==> config.mk <==
export PLATFORM = sky130hd
export DESIGN_NAME = ascon_host_seq
export DESIGN_NICKNAME = d
export VERILOG_FILES = /design/src/rtl/ascon_pack.sv /design/src/rtl/ascon_host_seq.sv
export SDC_FILE = /design/constraint.sdc
export NUM_CORES = 1
export LEC_CHECK = 0
export CAP_MARGIN = 40
export CORE_AREA = 3 3 187 189
export CTS_CLUSTER_SIZE = 12
export DETAILED_ROUTE_END_ITERATION = 16
export DIE_AREA = 0 0 190 192
export PLACE_DENSITY = 0.66
export SETUP_SLACK_MARGIN = 0.3
export SYNTH_ARGS = -nofsm -noshare
export SYNTH_HDL_FRONTEND = slang
export SYNTH_SLANG_ARGS = --single-unit
==> constraint.sdc <==
create_clock -name clk -period 3.9 [get_ports clk]
set_input_delay 0.975 -clock clk [delete_from_list [all_inputs] [get_ports clk]]
set_output_delay 0.975 -clock clk [all_outputs]
set_load 0.01 [all_outputs]
==> src/rtl/ascon_pack.sv <==
// Shared Ascon types: block width, word/tag types and the host sequencer state enum.
package ascon_pack;

  localparam int BLOCK_WIDTH = 64;

  typedef logic [BLOCK_WIDTH-1:0]   u64_t;
  typedef logic [2*BLOCK_WIDTH-1:0] u128_t;

  typedef enum logic [2:0] {
    IDLE,
    START,
    STREAM,
    TAG_WAIT,
    TAG_HI,
    TAG_LO
  } ascon_host_state_t;

endpackage

==> src/rtl/ascon_host_seq.sv <==
// Host-side sequencer for one Ascon encryption job: feeds AD/PT blocks into the
// wrapper FIFOs, drains CT into a single-entry output register, then emits the tag.
module ascon_host_seq
  import ascon_pack::*;
#(
  parameter int DATA_AW   = 7,
  parameter int FifoDepth = 4
) (
  input  logic               clk,
  input  logic               rst_n,
  input  logic               go_i,
  input  logic [DATA_AW-1:0] ad_size_i,
  input  logic [DATA_AW-1:0] pt_size_i,
  output logic               busy_o,
  output logic               done_o,
  input  logic               in_valid_i,
  input  u64_t               in_data_i,
  output logic               in_ready_o,
  output logic               out_valid_o,
  output u64_t               out_data_o,
  output logic               out_last_o,
  input  logic               out_ready_i,
  output logic               start_o,
  input  logic               ready_i,
  output logic               ad_push_o,
  output u64_t               ad_o,
  input  logic               ad_full_i,
  output logic               pt_push_o,
  output u64_t               pt_o,
  input  logic               pt_full_i,
  output logic               ct_pop_o,
  input  u64_t               ct_i,
  input  logic               ct_empty_i,
  input  logic               tag_valid_i,
  input  u128_t              tag_i
);

  localparam int CW = DATA_AW - 2;
  localparam int TW = DATA_AW - 1;

  if (FifoDepth < 1) begin : g_depth_check
    $error("ascon_host_seq: FifoDepth must be at least 1");
  end

  // Byte count rounded up to whole 64-bit blocks.
  function automatic logic [CW-1:0] blocks(input logic [DATA_AW-1:0] sz);
    logic [DATA_AW:0] t;
    t = {1'b0, sz} + (DATA_AW+1)'(7);
    return t[DATA_AW:3];
  endfunction

  ascon_host_state_t state, state_nx;
  logic [CW-1:0] nad, npt, ct_cnt;
  logic [TW-1:0] in_cnt, total;
  u128_t         tag_q;
  logic          in_left, in_ad, target_full, in_fire, out_free;
  logic          stream_done, tag_load_hi, tag_load_lo, tag_lo_ack;

  assign total       = TW'(nad) + TW'(npt);
  assign in_left     = in_cnt < total;
  assign in_ad       = in_cnt < TW'(nad);
  assign target_full = in_ad ? ad_full_i : pt_full_i;
  assign in_ready_o  = (state == STREAM) && in_left && !target_full;
  assign in_fire     = in_valid_i & in_ready_o;
  assign ad_push_o   = in_fire & in_ad;
  assign pt_push_o   = in_fire & ~in_ad;
  assign ad_o        = in_data_i;
  assign pt_o        = in_data_i;

  assign out_free    = !out_valid_o || out_ready_i;
  assign ct_pop_o    = (state == STREAM) && !ct_empty_i && (ct_cnt < npt) && out_free;
  assign stream_done = !in_left && (ct_cnt == npt);

  // The low tag beat is the only one loaded with last set, so out_last_o marks it.
  assign tag_load_hi = (state == TAG_HI) && out_free;
  assign tag_lo_ack  = (state == TAG_LO) && out_valid_o && out_last_o && out_ready_i;
  assign tag_load_lo = (state == TAG_LO) && !(out_valid_o && out_last_o) && out_free;

  assign done_o  = tag_lo_ack;
  assign start_o = (state == START) && ready_i;
  assign busy_o  = (state != IDLE);

  always_ff @(posedge clk or negedge rst_n) begin
    if (!rst_n) state <= IDLE;
    else        state <= state_nx;
  end

  always_comb begin
    state_nx = state;
    case (state)
      IDLE:     if (go_i)        state_nx = START;
      START:    if (ready_i)     state_nx = STREAM;
      STREAM:   if (stream_done) state_nx = TAG_WAIT;
      TAG_WAIT: if (tag_valid_i) state_nx = TAG_HI;
      TAG_HI:   if (out_free)    state_nx = TAG_LO;
      TAG_LO:   if (tag_lo_ack)  state_nx = IDLE;
      default:                   state_nx = IDLE;
    endcase
  end

  always_ff @(posedge clk or negedge rst_n) begin
    if (!rst_n) begin
      nad    <= '0;
      npt    <= '0;
      in_cnt <= '0;
      ct_cnt <= '0;
    end else if (state == IDLE) begin
      if (go_i) begin
        nad    <= blocks(ad_size_i);
        npt    <= blocks(pt_size_i);
        in_cnt <= '0;
        ct_cnt <= '0;
      end
    end else begin
      if (in_fire)  in_cnt <= in_cnt + TW'(1);
      if (ct_pop_o) ct_cnt <= ct_cnt + CW'(1);
    end
  end

  // Single-entry output register shared by CT words and both tag halves.
  always_ff @(posedge clk or negedge rst_n) begin
    if (!rst_n) begin
      out_valid_o <= 1'b0;
      out_last_o  <= 1'b0;
      out_data_o  <= '0;
    end else if (ct_pop_o) begin
      out_valid_o <= 1'b1;
      out_last_o  <= 1'b0;
      out_data_o  <= ct_i;
    end else if (tag_load_hi) begin
      out_valid_o <= 1'b1;
      out_last_o  <= 1'b0;
      out_data_o  <= tag_q[127:64];
    end else if (tag_load_lo) begin
      out_valid_o <= 1'b1;
      out_last_o  <= 1'b1;
      out_data_o  <= tag_q[63:0];
    end else if (out_ready_i) begin
      out_valid_o <= 1'b0;
      out_last_o  <= 1'b0;
    end
  end

  always_ff @(posedge clk) begin
    if (state == TAG_WAIT && tag_valid_i) tag_q <= tag_i;
  end

endmodule

==> run summary <==
The tools report the total vias in the final route as 6743. The fmax is 248 MHz. The number of antenna diodes in the final layout is 0.

Global routing used 16.9% of the available met1 tracks. The final HPWL from detailed placement came out at 23800 µm. STA classifies the critical path endpoint as an output pin. Worst setup timing slack at the placement stage: -0.0936 ns.

Max-cap violations in this run came to 0. The area added between synthesis and finish came out at 32.8%. The number of hold violations in the final report is 0. The number of different library cells used by synthesis comes to 55. Final period utilization: 103%. The floorplan has 67 rows.

STA puts the critical path data required time at 2.92 ns. The first routing iteration left 256 violations. The final-report max-slew violation count is 0, and the count of flip-flops with a built-in enable after synthesis is 128. In this run the cell area of the synthesized design comes to 0.0106 mm².

The critical path launch point type was a flop. The run gives 481 as the number of placed I/O pins. The floorplan step defined a die boundary enclosing 0.0365 mm². Summing all placed instances gives a cell area of 0.0132 mm². The die is 192 µm tall. Buffers placed on the I/O ports in this run total 288.

Count of state elements after synthesis: 218. Dividing the detail-routed wire length by the instance count gives 20.8 µm. After technology mapping, the gate count stands at 824.

The first-pass detailed-route iteration total is 4. For the global-route wire length before repair, the log shows 44600 µm. The net count of the finished layout is 1310.

In this run, post-CTS hold repair placed 0 buffers. Global routing used 16.0% of the available tracks across all layers. The maximum number of pins on one net before global-route repair is 74, and the async set-or-reset flop fraction in the synthesized netlist is 41.3%. On the critical path, the stage with the largest delay is an instance of dfrtp_1.

The path class of the lowest-slack min-delay path was in2async. The final period demand of the worst path is 4.03 ns, and the arrival time at the worst endpoint is 3.06 ns. The layer flagged by global routing as most heavily used is met2. Traced cell by cell, the critical path runs through ha_2 -> inv_2 -> fa_2 -> inv_2 -> a21o_1 -> a21oi_2 -> xor2_1 -> ha_1 -> a21oi_2 -> o2111a_1 -> o211a_1 -> nand3_2 -> nor2_2 -> buf_2.

The worst setup path is of the reg2out kind. The number of clock sinks seen by CTS was 218. The count of nets left with antenna violations once routing finished came out at 0. For the insertion delay of the later-clocked pin in the worst-skew pair, the log shows 0.54 ns. The count of yosys warnings during synthesis is 0, and the ratio of cells with drive above 1 in the final layout is 14.9%.

Of all nets on the critical path, the largest fanout is 3. For the routing usage on met3, the log shows 6.17%. The logs give 7119 for the via count of the first global-routing pass and 1126 for the net count after synthesis. The core area came out at 0.0334 mm². For the relative max-transition margin, the log shows 55.9%.

The number of filler instances in the final layout came out at 3063. For the met2 demand-to-capacity share in global routing, the log shows 28.4%. Summed over all layers, the routed wires come to 30700 µm. The tools report the standby leakage power as 0.00576 µW.

A synthesized cell averages 12.8 µm². Dividing the detail-routed via count by the number of cells gives 4.57. At the end of routability-driven placement, the weighted congestion stood at 0.824. The worst-case setup margin in the final layout is -0.132 ns, and the die width is 190 µm.

For the portion of the post-synthesis area used by sequential elements, the log shows 57.7%. Initial antenna violation count: 1. Setup repair after global routing could not meet its margin everywhere.

The initial standard-cell utilization of the core is 31.6%, and the total non-filler cell area in the finished layout is 0.0140 mm². The most used flip-flop cell after synthesis is edfxtp_1. The flow ran to the end, but the final reports show violations. Setup violations remaining at the end of the flow were counted as 3.

Global routing finished with a remaining overflow of 0. The worst ir drop on vdd came out at 0.452 mV. The H-tree depth was 1; the final routed DRC violation total was 0. For the post-route clock skew, the log shows 0.0201 ns. The power density normalized to cell area came out at 702 mW/mm².

Clock-pin slew was measured on the worst setup and hold paths at 0.06 ns. No sink is reached through more buffers than the 3 on the longest clock path. The final reports fail on negative setup slack.

Clock tree synthesis selected as its root buffer the cell clkbuf_16. For this run, the share of the core covered by cells in the final layout is 41.9%. The transition at the pin with the smallest max-transition slack works out to 0.661 ns. TritonCTS built the clock tree.

TritonCTS created 25 clock buffers. The largest single stage delay on the critical path is 0.35 ns.
-- layout by cell type, fill, tap and decap left out, drive strengths merged, types with 2 or more instances in the layout --
master / n
clkdlybuf4s50: 283
edfxtp: 128
dfrtp: 90
a21oi: 73
nor2: 72
mux2i: 67
mux2: 65
clkbuf: 36
buf: 34
inv: 27
ha: 21
nand2: 20
nand3: 17
o21ai: 13
xor2: 10
nand4: 8
nand2b: 5
a21o: 4
o221ai: 4
clkinv: 4
and3: 4
clkinvlp: 3
a211oi: 2
nor3b: 2
nor2b: 2
nor4: 2
o31a: 2
o31ai: 2
o22ai: 2
bufinv: 2
o21bai: 2
-- worst max-delay path: cells and delay by family (launching register included) --
kind,cells,cell delay (ns)
DFF,1,0.35
AOI/OAI and AO/OA,5,0.74
xor gates and xnor gates,1,0.16
adders and majority gates,3,0.85
buffers and inverters,3,0.24
and+or+nand+nor,2,0.20
-- area by class of cell --
class | count | area, µm² | share of cell area [%]
Sequential cell | 218 | 6100 | 43.4
Multi-Input combinational cell | 419 | 3240 | 23.1
Timing Repair Buffer | 318 | 3210 | 22.9
Clock buffer | 36 | 707 | 5.04
Tap cell | 448 | 561 | 4.00
Clock inverter | 10 | 119 | 0.847
Inverter | 26 | 97.6 | 0.696
-- kinds of logic after synthesis --
group	after synthesis	share of synthesized area, %
DFF	218	57.7
buffers and inverters	187	12.1
and+or+nand+nor	138	6.03
muxes	133	14.1
AOI/OAI and AO/OA	115	6.44
adders and majority gates	22	2.68
xor gates and xnor gates	11	0.912
-- synth_stat cells (5+ instances only) --
library cell,count,area share [%]
buf_4,129,9.2
edfxtp_1,128,36
dfrtp_1,90,21
a21oi_1,73,3.5
nor2_1,72,2.6
mux2i_1,67,6.3
mux2_2,46,4.9
inv_1,26,0.92
ha_1,21,2.5
nand2_1,20,0.71
buf_2,18,0.85
mux2_4,18,2.6
nand3_1,16,0.76
o21ai_0,12,0.57
xor2_1,10,0.83
buf_6,9,0.96
nand4_1,8,0.47
nand2b_1,5,0.30
-- per-stage QoR --
| stage | hold WS, ns | TNS, ns | instances | power [µW] |
|---|---|---|---|---|
| 2_1_floorplan | 0.475 | 0 | 824 | 5940 |
| 3_3_place_gp | 0.499 | -0.0320 | 1425 | 7420 |
| 3_5_place_dp | 0.516 | -0.151 | 1425 | 7520 |
| 4_1_cts | 0.442 | -0.455 | 1474 | 9960 |
| 5_1_grt | 0.447 | -0.795 | 1475 | 10500 |
| 6_report | 0.431 | -0.260 | 1475 | 9850 |
-- registers in the layout (all words and copies together) (netlist names) --
signal	cells
in_cnt	6
out_valid_o	1
ct_cnt	5
out_last_o	1
tag_q	128
npt	5
out_data_o	64
state	3
nad	5
-- routing by layer --
layer  wire length, µm  up-vias
li1                  -     3187
met1             10400     3096
met2             15600      378
met3              3220       80
met4              1480        2
met5                20        -
-- what timing repair did --
action,CTS,global route
gates resized for setup,16,6
pin swaps,8,5
gates cloned,0,0
setup buffers,3,1
setup endpoints to repair,3,4
-- where the power goes --
part,switching [µW],internal [µW]
clock,940,1400
sequential,403,3210
combinational,1770,2130
total,3110,6730
-- final timing paths --
kind                            slack, ns        endpoint    from  cells past startpoint
worst min-delay path                 0.43  out_data_o[19]   rst_n                      1
worst min register to register       0.53          nad[2]  nad[2]                      2
min in group clk                     0.53          nad[2]  nad[2]                      2
max in group asynchronous            2.63       in_cnt[5]   rst_n                      2
worst max-delay path                -0.13       ad_push_o  nad[0]                     14
worst max register to register       0.79        state[1]  nad[0]                     14
Power figures use the tool's default switching activity.
